**src/rtl/matrix_stream_reader_pkg.sv**
```systemverilog
// Shared types for the matrix block reader.
// Header layout, reader states and read-pipeline tags.
package matrix_pkg;

  localparam int unsigned META_WORDS = 3;
  localparam int unsigned ROWS_MSB   = 31;
  localparam int unsigned COLS_MSB   = 23;

  typedef enum logic [2:0] {
    S_IDLE,
    S_META,
    S_META_WAIT,
    S_CHECK,
    S_STREAM,
    S_DRAIN,
    S_FIN
  } rd_state_e;

  typedef struct packed {
    logic vld;
    logic meta;
    logic row_last;
    logic last;
  } rd_tag_t;

endpackage

```
**src/rtl/matrix_stream_reader_fifo.sv**
```systemverilog
// Synchronous output FIFO with occupancy count and flush.
// Push into a full FIFO is accepted only together with a pop.
module stream_fifo #(
  parameter int unsigned WIDTH = 34,
  parameter int unsigned DEPTH = 4
) (
  input  logic                     clk,
  input  logic                     rst,
  input  logic                     flush_i,
  input  logic                     push_i,
  input  logic                     pop_i,
  input  logic [WIDTH-1:0]         data_i,
  output logic [WIDTH-1:0]         data_o,
  output logic                     empty_o,
  output logic [$clog2(DEPTH):0]   count_o
);

  localparam int unsigned PW = $clog2(DEPTH);

  logic [WIDTH-1:0] mem_q [DEPTH];
  logic [PW-1:0]    wr_q, rd_q;
  logic [PW:0]      cnt_q;
  logic             do_push, do_pop;

  assign do_pop  = pop_i && (cnt_q != '0);
  assign do_push = push_i && ((cnt_q != (PW+1)'(DEPTH)) || do_pop);
  assign data_o  = mem_q[rd_q];
  assign empty_o = (cnt_q == '0);
  assign count_o = cnt_q;

  always_ff @(posedge clk) begin
    if (rst) begin
      mem_q <= '{default: '0};
      wr_q  <= '0;
      rd_q  <= '0;
      cnt_q <= '0;
    end else if (flush_i) begin
      wr_q  <= '0;
      rd_q  <= '0;
      cnt_q <= '0;
    end else begin
      if (do_push) begin
        mem_q[wr_q] <= data_i;
        wr_q        <= wr_q + PW'(1);
      end
      if (do_pop) rd_q <= rd_q + PW'(1);
      cnt_q <= cnt_q + (PW+1)'(do_push) - (PW+1)'(do_pop);
    end
  end

endmodule

```
**src/rtl/matrix_stream_reader.sv**
```systemverilog
// Reads one matrix block (header + elements) from BRAM and streams
// the elements in row- or column-major order through an output FIFO.
module matrix_stream_reader
  import matrix_pkg::*;
#(
  parameter int unsigned NUM_BLOCKS   = 8,
  parameter int unsigned BLOCK_SIZE   = 1152,
  parameter int unsigned DATA_WIDTH   = 32,
  parameter int unsigned ADDR_WIDTH   = 14,
  parameter int unsigned READ_LATENCY = 1,
  parameter int unsigned FIFO_DEPTH   = 4
) (
  input  logic                          clk,
  input  logic                          rst,
  input  logic                          start,
  input  logic [$clog2(NUM_BLOCKS)-1:0] matrix_id,
  input  logic                          col_major,
  input  logic                          abort,
  output logic                          ready,
  output logic                          done,
  output logic                          err,
  output logic [7:0]                    rows,
  output logic [7:0]                    cols,
  output logic [63:0]                   matrix_name,
  output logic                          meta_valid,
  output logic [DATA_WIDTH-1:0]         m_data,
  output logic                          m_valid,
  input  logic                          m_ready,
  output logic                          m_row_last,
  output logic                          m_last,
  output logic                          bram_en,
  output logic [ADDR_WIDTH-1:0]         bram_addr,
  input  logic [DATA_WIDTH-1:0]         bram_dout
);

  localparam int unsigned AW  = ADDR_WIDTH;
  localparam int unsigned FCW = $clog2(FIFO_DEPTH) + 1;

  rd_state_e            state_q;
  logic                 ready_q, done_q, err_q, meta_valid_q;
  logic                 col_major_q;
  logic [7:0]           rows_q, cols_q, inner_q;
  logic [63:0]          name_q;
  logic [AW-1:0]        base_q, addr_q, cur_q, col_q;
  logic [1:0]           meta_k_q, meta_rx_q;
  logic [15:0]          issued_q, total_q;
  rd_tag_t              iss_q;
  rd_tag_t              sr_q [READ_LATENCY];

  rd_tag_t              ret;
  logic                 busy, abort_act, push, pop, issue;
  logic                 hdr_bad, inner_end, is_last, fifo_empty;
  logic [7:0]           inner_len;
  logic [15:0]          total_d, in_flight, occ;
  logic [FCW-1:0]       fifo_cnt;
  logic [DATA_WIDTH+1:0] fifo_out;

  assign ret       = sr_q[READ_LATENCY-1];
  assign busy      = (state_q != S_IDLE) && (state_q != S_FIN);
  assign abort_act = abort && busy;
  assign push      = ret.vld && !ret.meta && !abort_act;
  assign pop       = !fifo_empty && m_ready;
  assign total_d   = 16'(rows_q) * 16'(cols_q);
  assign hdr_bad   = (rows_q == '0) || (cols_q == '0) ||
                     (total_d > 16'(BLOCK_SIZE - META_WORDS));
  assign inner_len = col_major_q ? rows_q : cols_q;
  assign inner_end = (inner_q == inner_len - 8'd1);
  assign is_last   = (issued_q == total_q - 16'd1);

  // Credit: everything issued but not yet popped must fit the FIFO.
  always_comb begin
    in_flight = '0;
    if (iss_q.vld && !iss_q.meta) in_flight = in_flight + 16'd1;
    for (int i = 0; i < READ_LATENCY; i++)
      if (sr_q[i].vld && !sr_q[i].meta) in_flight = in_flight + 16'd1;
  end

  assign occ   = in_flight + 16'(fifo_cnt) - 16'(pop);
  assign issue = (state_q == S_STREAM) && (issued_q != total_q) &&
                 (occ < 16'(FIFO_DEPTH));

  always_ff @(posedge clk) begin
    if (rst) begin
      state_q      <= S_IDLE;
      ready_q      <= 1'b1;
      done_q       <= 1'b0;
      err_q        <= 1'b0;
      meta_valid_q <= 1'b0;
      col_major_q  <= 1'b0;
      rows_q       <= '0;
      cols_q       <= '0;
      name_q       <= '0;
      base_q       <= '0;
      addr_q       <= '0;
      cur_q        <= '0;
      col_q        <= '0;
      inner_q      <= '0;
      meta_k_q     <= '0;
      meta_rx_q    <= '0;
      issued_q     <= '0;
      total_q      <= '0;
      iss_q        <= '0;
      for (int i = 0; i < READ_LATENCY; i++) sr_q[i] <= '0;
    end else begin
      done_q       <= 1'b0;
      err_q        <= 1'b0;
      meta_valid_q <= 1'b0;
      iss_q        <= '0;
      sr_q[0]      <= iss_q;
      for (int i = 1; i < READ_LATENCY; i++) sr_q[i] <= sr_q[i-1];

      if (ret.vld && ret.meta && !abort_act) begin
        meta_rx_q <= meta_rx_q + 2'd1;
        unique case (meta_rx_q)
          2'd0: begin
            rows_q <= bram_dout[ROWS_MSB -: 8];
            cols_q <= bram_dout[COLS_MSB -: 8];
          end
          2'd1: name_q[31:0]  <= bram_dout[31:0];
          2'd2: name_q[63:32] <= bram_dout[31:0];
          default: ;
        endcase
      end

      unique case (state_q)
        S_IDLE: if (start) begin
          base_q      <= AW'(matrix_id) * AW'(BLOCK_SIZE);
          col_major_q <= col_major;
          meta_k_q    <= '0;
          meta_rx_q   <= '0;
          ready_q     <= 1'b0;
          state_q     <= S_META;
        end
        S_META: begin
          iss_q    <= '{vld: 1'b1, meta: 1'b1, row_last: 1'b0, last: 1'b0};
          addr_q   <= base_q + AW'(meta_k_q);
          meta_k_q <= meta_k_q + 2'd1;
          if (meta_k_q == 2'd2) state_q <= S_META_WAIT;
        end
        S_META_WAIT:
          if (ret.vld && ret.meta && meta_rx_q == 2'd2) begin
            meta_valid_q <= 1'b1;
            state_q      <= S_CHECK;
          end
        S_CHECK: begin
          if (hdr_bad) begin
            done_q  <= 1'b1;
            err_q   <= 1'b1;
            state_q <= S_FIN;
          end else begin
            total_q  <= total_d;
            issued_q <= '0;
            inner_q  <= '0;
            cur_q    <= base_q + AW'(META_WORDS);
            col_q    <= base_q + AW'(META_WORDS);
            state_q  <= S_STREAM;
          end
        end
        S_STREAM: if (issue) begin
          iss_q    <= '{vld: 1'b1, meta: 1'b0,
                        row_last: inner_end, last: is_last};
          addr_q   <= cur_q;
          issued_q <= issued_q + 16'd1;
          if (inner_end) begin
            inner_q <= '0;
            if (col_major_q) begin
              cur_q <= col_q + AW'(1);
              col_q <= col_q + AW'(1);
            end else begin
              cur_q <= cur_q + AW'(1);
            end
          end else begin
            inner_q <= inner_q + 8'd1;
            cur_q   <= cur_q + (col_major_q ? AW'(cols_q) : AW'(1));
          end
          if (is_last) state_q <= S_DRAIN;
        end
        S_DRAIN: if (fifo_empty && in_flight == '0) begin
          done_q  <= 1'b1;
          state_q <= S_FIN;
        end
        S_FIN: begin
          ready_q <= 1'b1;
          state_q <= S_IDLE;
        end
        default: state_q <= S_IDLE;
      endcase

      if (abort_act) begin
        iss_q        <= '0;
        meta_valid_q <= 1'b0;
        done_q       <= 1'b1;
        err_q        <= 1'b0;
        state_q      <= S_FIN;
        for (int i = 0; i < READ_LATENCY; i++) sr_q[i] <= '0;
      end
    end
  end

  stream_fifo #(
    .WIDTH (DATA_WIDTH + 2),
    .DEPTH (FIFO_DEPTH)
  ) u_fifo (
    .clk     (clk),
    .rst     (rst),
    .flush_i (abort_act),
    .push_i  (push),
    .pop_i   (pop),
    .data_i  ({bram_dout, ret.row_last, ret.last}),
    .data_o  (fifo_out),
    .empty_o (fifo_empty),
    .count_o (fifo_cnt)
  );

  assign ready       = ready_q;
  assign done        = done_q;
  assign err         = err_q;
  assign rows        = rows_q;
  assign cols        = cols_q;
  assign matrix_name = name_q;
  assign meta_valid  = meta_valid_q;
  assign m_valid     = !fifo_empty;
  assign m_data      = fifo_out[DATA_WIDTH+1:2];
  assign m_row_last  = fifo_out[1];
  assign m_last      = fifo_out[0];
  assign bram_en     = iss_q.vld;
  assign bram_addr   = addr_q;

endmodule

```
**config.mk**
```make
export PLATFORM = sky130hd
export DESIGN_NAME = matrix_stream_reader
export DESIGN_NICKNAME = d
export VERILOG_FILES = /design/src/rtl/matrix_stream_reader_pkg.sv /design/src/rtl/matrix_stream_reader_fifo.sv /design/src/rtl/matrix_stream_reader.sv
export SDC_FILE = /design/constraint.sdc
export NUM_CORES = 1
export LEC_CHECK = 0
export BUFFER_PORTS_ARGS = -buffer_cell sky130_fd_sc_hd__buf_2
export CAP_MARGIN = 20
export CORE_ASPECT_RATIO = 1.75
export CORE_MARGIN = 4
export CORE_UTILIZATION = 60
export DETAILED_ROUTE_END_ITERATION = 7
export PLACE_DENSITY_LB_ADDON = 0.08
export SLEW_MARGIN = 20
export SYNTH_ARGS = -nofsm -noshare
export SYNTH_HDL_FRONTEND = slang
export SYNTH_SLANG_ARGS = --single-unit
```
**constraint.sdc**
```tcl
create_clock -name clk -period 7.16 [get_ports clk]
set_input_delay 1.432 -clock clk [delete_from_list [all_inputs] [get_ports clk]]
set_output_delay 1.432 -clock clk [all_outputs]
set_load 0.02 [all_outputs]
```
==> reports/metrics.cfg <==
[power_and_ir_drop]
combPwrFrac_pct=16.6
p_int_uw=3210
power.net_switching_uw=1280
seqPwrFrac_pct=43.4
leakage_uw=0.00771
pwr-share-clk_pct=40.0
p_per_area_mw_per_mm2=227
worst_ir_drop_vdd_mv=0.254
p_sw_share_pct=28.5

[layout]
drive_above_1_share_pct=13.8
seq_area_mm2=0.00657
fin_util_pct=68.4
finalInstanceArea_mm2=0.0197
multi_input_area_mm2=0.0101
fin_nets=2428
area_delta_synth_final_pct=12.1
antennaDiodeCount=0
fillers=2416

[worst_setup_path]
required_ns=7.58
cp_max_fo=16
worstPathArrival_ns=6.86
max_stage_delay_ns=0.70
slowest_stage=dfxtp_1
critical_path.top_delay_family=adder cells
path_class=register to register
start_kind=register
cp-end-kind=register
crit_chain=nand2_1, fa_1, fa_1, fa_1, fa_1, inv_1, ha_1, a21o_1, a221oi_2, xnor2_1, a2111o_1, a2111oi_4, nand2_1, nand2_1, nor2_1
crit_top_cell=fa_1
critPathBufInv=1

[clocking]
ctsHoldBuffers=0
cts_setup_buffers=0
clk_latency_ns=0.59
cts_tree=yes
numCtsBuffers=30
cts_root_buf=clkbuf_16
clk_path_buf_depth=3
cts.sinks=328
postCtsResizedCells=0
h-tree-depth=1
path_clk_slew_ns=0.07

[synthesis]
synthAdderAreaFrac_pct=9.09
yosys.area.top_type_share_pct=37.3
ys_ff_latch=328
syn_inst=2198
yosysTopAreaCell=dfxtp_1
synth_xor_area_share_pct=4.48
synth_edf_count=0
synth_top_family_by_area=simple AND/OR/NAND/NOR gates
syn_area_mm2=0.0176
synthMuxAreaShare_pct=5.75
synth-simple-area-share_pct=23.4
synth_compound_area_share_pct=14.8
synthDistinctLibCells=69
avgSynthCellArea_um2=8.00
synthArstFlopShare_pct=0
synth_nets=2344
synth.area.top_cells=dfxtp_1, nand2_1, a21oi_1, ha_1, mux4_2
ys_seq_area_share_pct=37.3
yosys_warnings=0
ys.flop_type=dfxtp_1

[detailed_routing]
wl_per_cell_um=19.7
drc=0
drtIter0Drc=1165
wl_um=52900
viasPerCell=6.05
ant_nets=0
first_pass_iters=5
vias=16232

[place]
place_area_mm2=0.0186
dp_hpwl_um=36900
gp_congestion=0.940
numPortBuffers=174

[global_route]
grt_first_pass_wirelength_um=84600
antenna_found_initial=0
grt_max_degree=114
grt_usage_pct=33.0
overflow=0
grt_pass1_vias=16117

[die]
ios=175
dieWidth_um=137
dieArea_mm2=0.0322
initial_utilization_pct=61.0
fp.coreArea_mm2=0.0288
core.rowCount=82
die_y_um=235

[sta]
clock.fmax_mhz=155
slew_violations=0
hold_violations=0
timing.slew.headroom_pct=30.8
setup_violations=0
fin_crit_sh_pct=90.0
setup_tns_ns=0
rsz0062_at_grt=no
skew_ns=0.0348
tightest_slew_ns=1.04
min_period_ns=6.44

[outcome]
status=completed

[hold_path]
hold_class=register to register

[run]
maxCapViolCount=0

-- flip-flops by register name, indices dropped and copies added, names as in the netlist, 14 cells and up --
name	count
col_q	14
u_fifo.mem_q	136
cur_q	14
total_q	16
issued_q	16
matrix_name	64
bram_addr	14
-- cells in the mapped netlist, types with 11 or more instances --
master,count
and2_1,67
fa_1,38
dfxtp_1,328
o21ai_0,44
mux4_2,34
inv_1,94
a211oi_1,14
a31oi_1,11
nand4_1,13
ha_1,67
clkbuf_1,131
nor4_1,16
o211ai_1,12
or3_1,12
mux2i_1,20
a21oi_1,290
xor2_1,27
xnor2_1,63
nand3_1,50
nor2_1,103
nor3_1,31
nand2_1,564
and3_1,26
buf_1,11
-- placed cells by master (no fill, tap or decap), types with 13 or more instances in the layout --
| master | n |
|---|---|
| ha_1 | 67 |
| nor2_1 | 102 |
| xor2_1 | 27 |
| and3_1 | 26 |
| buf_4 | 24 |
| a211oi_1 | 14 |
| o21ai_0 | 44 |
| nand2_1 | 560 |
| inv_1 | 94 |
| nand3_1 | 50 |
| mux4_2 | 34 |
| and2_1 | 67 |
| nand4_1 | 13 |
| nor4_1 | 16 |
| dfxtp_1 | 325 |
| clkbuf_16 | 30 |
| xnor2_1 | 63 |
| a21oi_1 | 290 |
| mux2i_1 | 20 |
| fa_1 | 38 |
| buf_2 | 173 |
| nor3_1 | 30 |
-- kinds of logic after synthesis --
kind of cell / after synthesis
DFF: 328
AOI/OAI and AO/OA: 444
xor gates and xnor gates: 90
buffers and inverters: 242
and+or+nand+nor: 931
adders and majority gates: 105
muxes: 58
-- power groups by stage --
stage | registers (µW) | clock network (µW) | logic (µW)
after floorplan | 1980 | 0 | 514
after global placement | 1980 | 0 | 726
after detailed placement | 1980 | 0 | 740
after CTS | 1940 | 1810 | 744
after global routing | 1950 | 1870 | 826
final | 1940 | 1790 | 745
-- per-stage QoR --
step / hold WS [ns] / setup WS, ns / total power (µW) / instances
2_1_floorplan: 0.433 / 1.49 / 2500 / 2198
3_3_place_gp: 0.438 / 1.00 / 2710 / 2628
3_5_place_dp: 0.443 / 0.812 / 2720 / 2628
4_1_cts: 0.453 / 0.788 / 4490 / 2684
5_1_grt: 0.470 / 0.395 / 4650 / 2684
6_report: 0.451 / 0.719 / 4480 / 2684
-- per-layer routing --
metal  up-vias  GRT usage (%)  wire length (µm)
met5         -              0                 0
met1      7867           36.1             19100
met3       187           4.92              3030
met4         0           18.2              3220
met2       581           59.9             27600
li1       7597              -                 -
-- tightest hold or removal path: cells and delay by family (launching register included) --
family / cells / cell delay (ns)
AOI/OAI and AO/OA: 1 / 0.05
and+or+nand+nor: 1 / 0.05
DFF: 1 / 0.31
-- area by class of cell --
type                    count  area share [%]
clock buffers              41            4.37
clock inverters            15            1.27
inverters                  95            1.81
multi-input cells        1628            51.4
flip-flops and latches    328            33.3
well taps                 378            2.40
repair buffers            199            5.43
-- final timing paths --
kind | from | to | slack, ns | cells past startpoint
worst min register to register | bram_addr[5] | bram_addr[5] | 0.45 | 2
worst max-delay path | cols[2] | issued_q[14] | 0.72 | 15
worst max register to register | cols[2] | issued_q[14] | 0.72 | 15
worst min-delay path | bram_addr[5] | bram_addr[5] | 0.45 | 2
No activity file was read; power rests on OpenSTA's default activity.
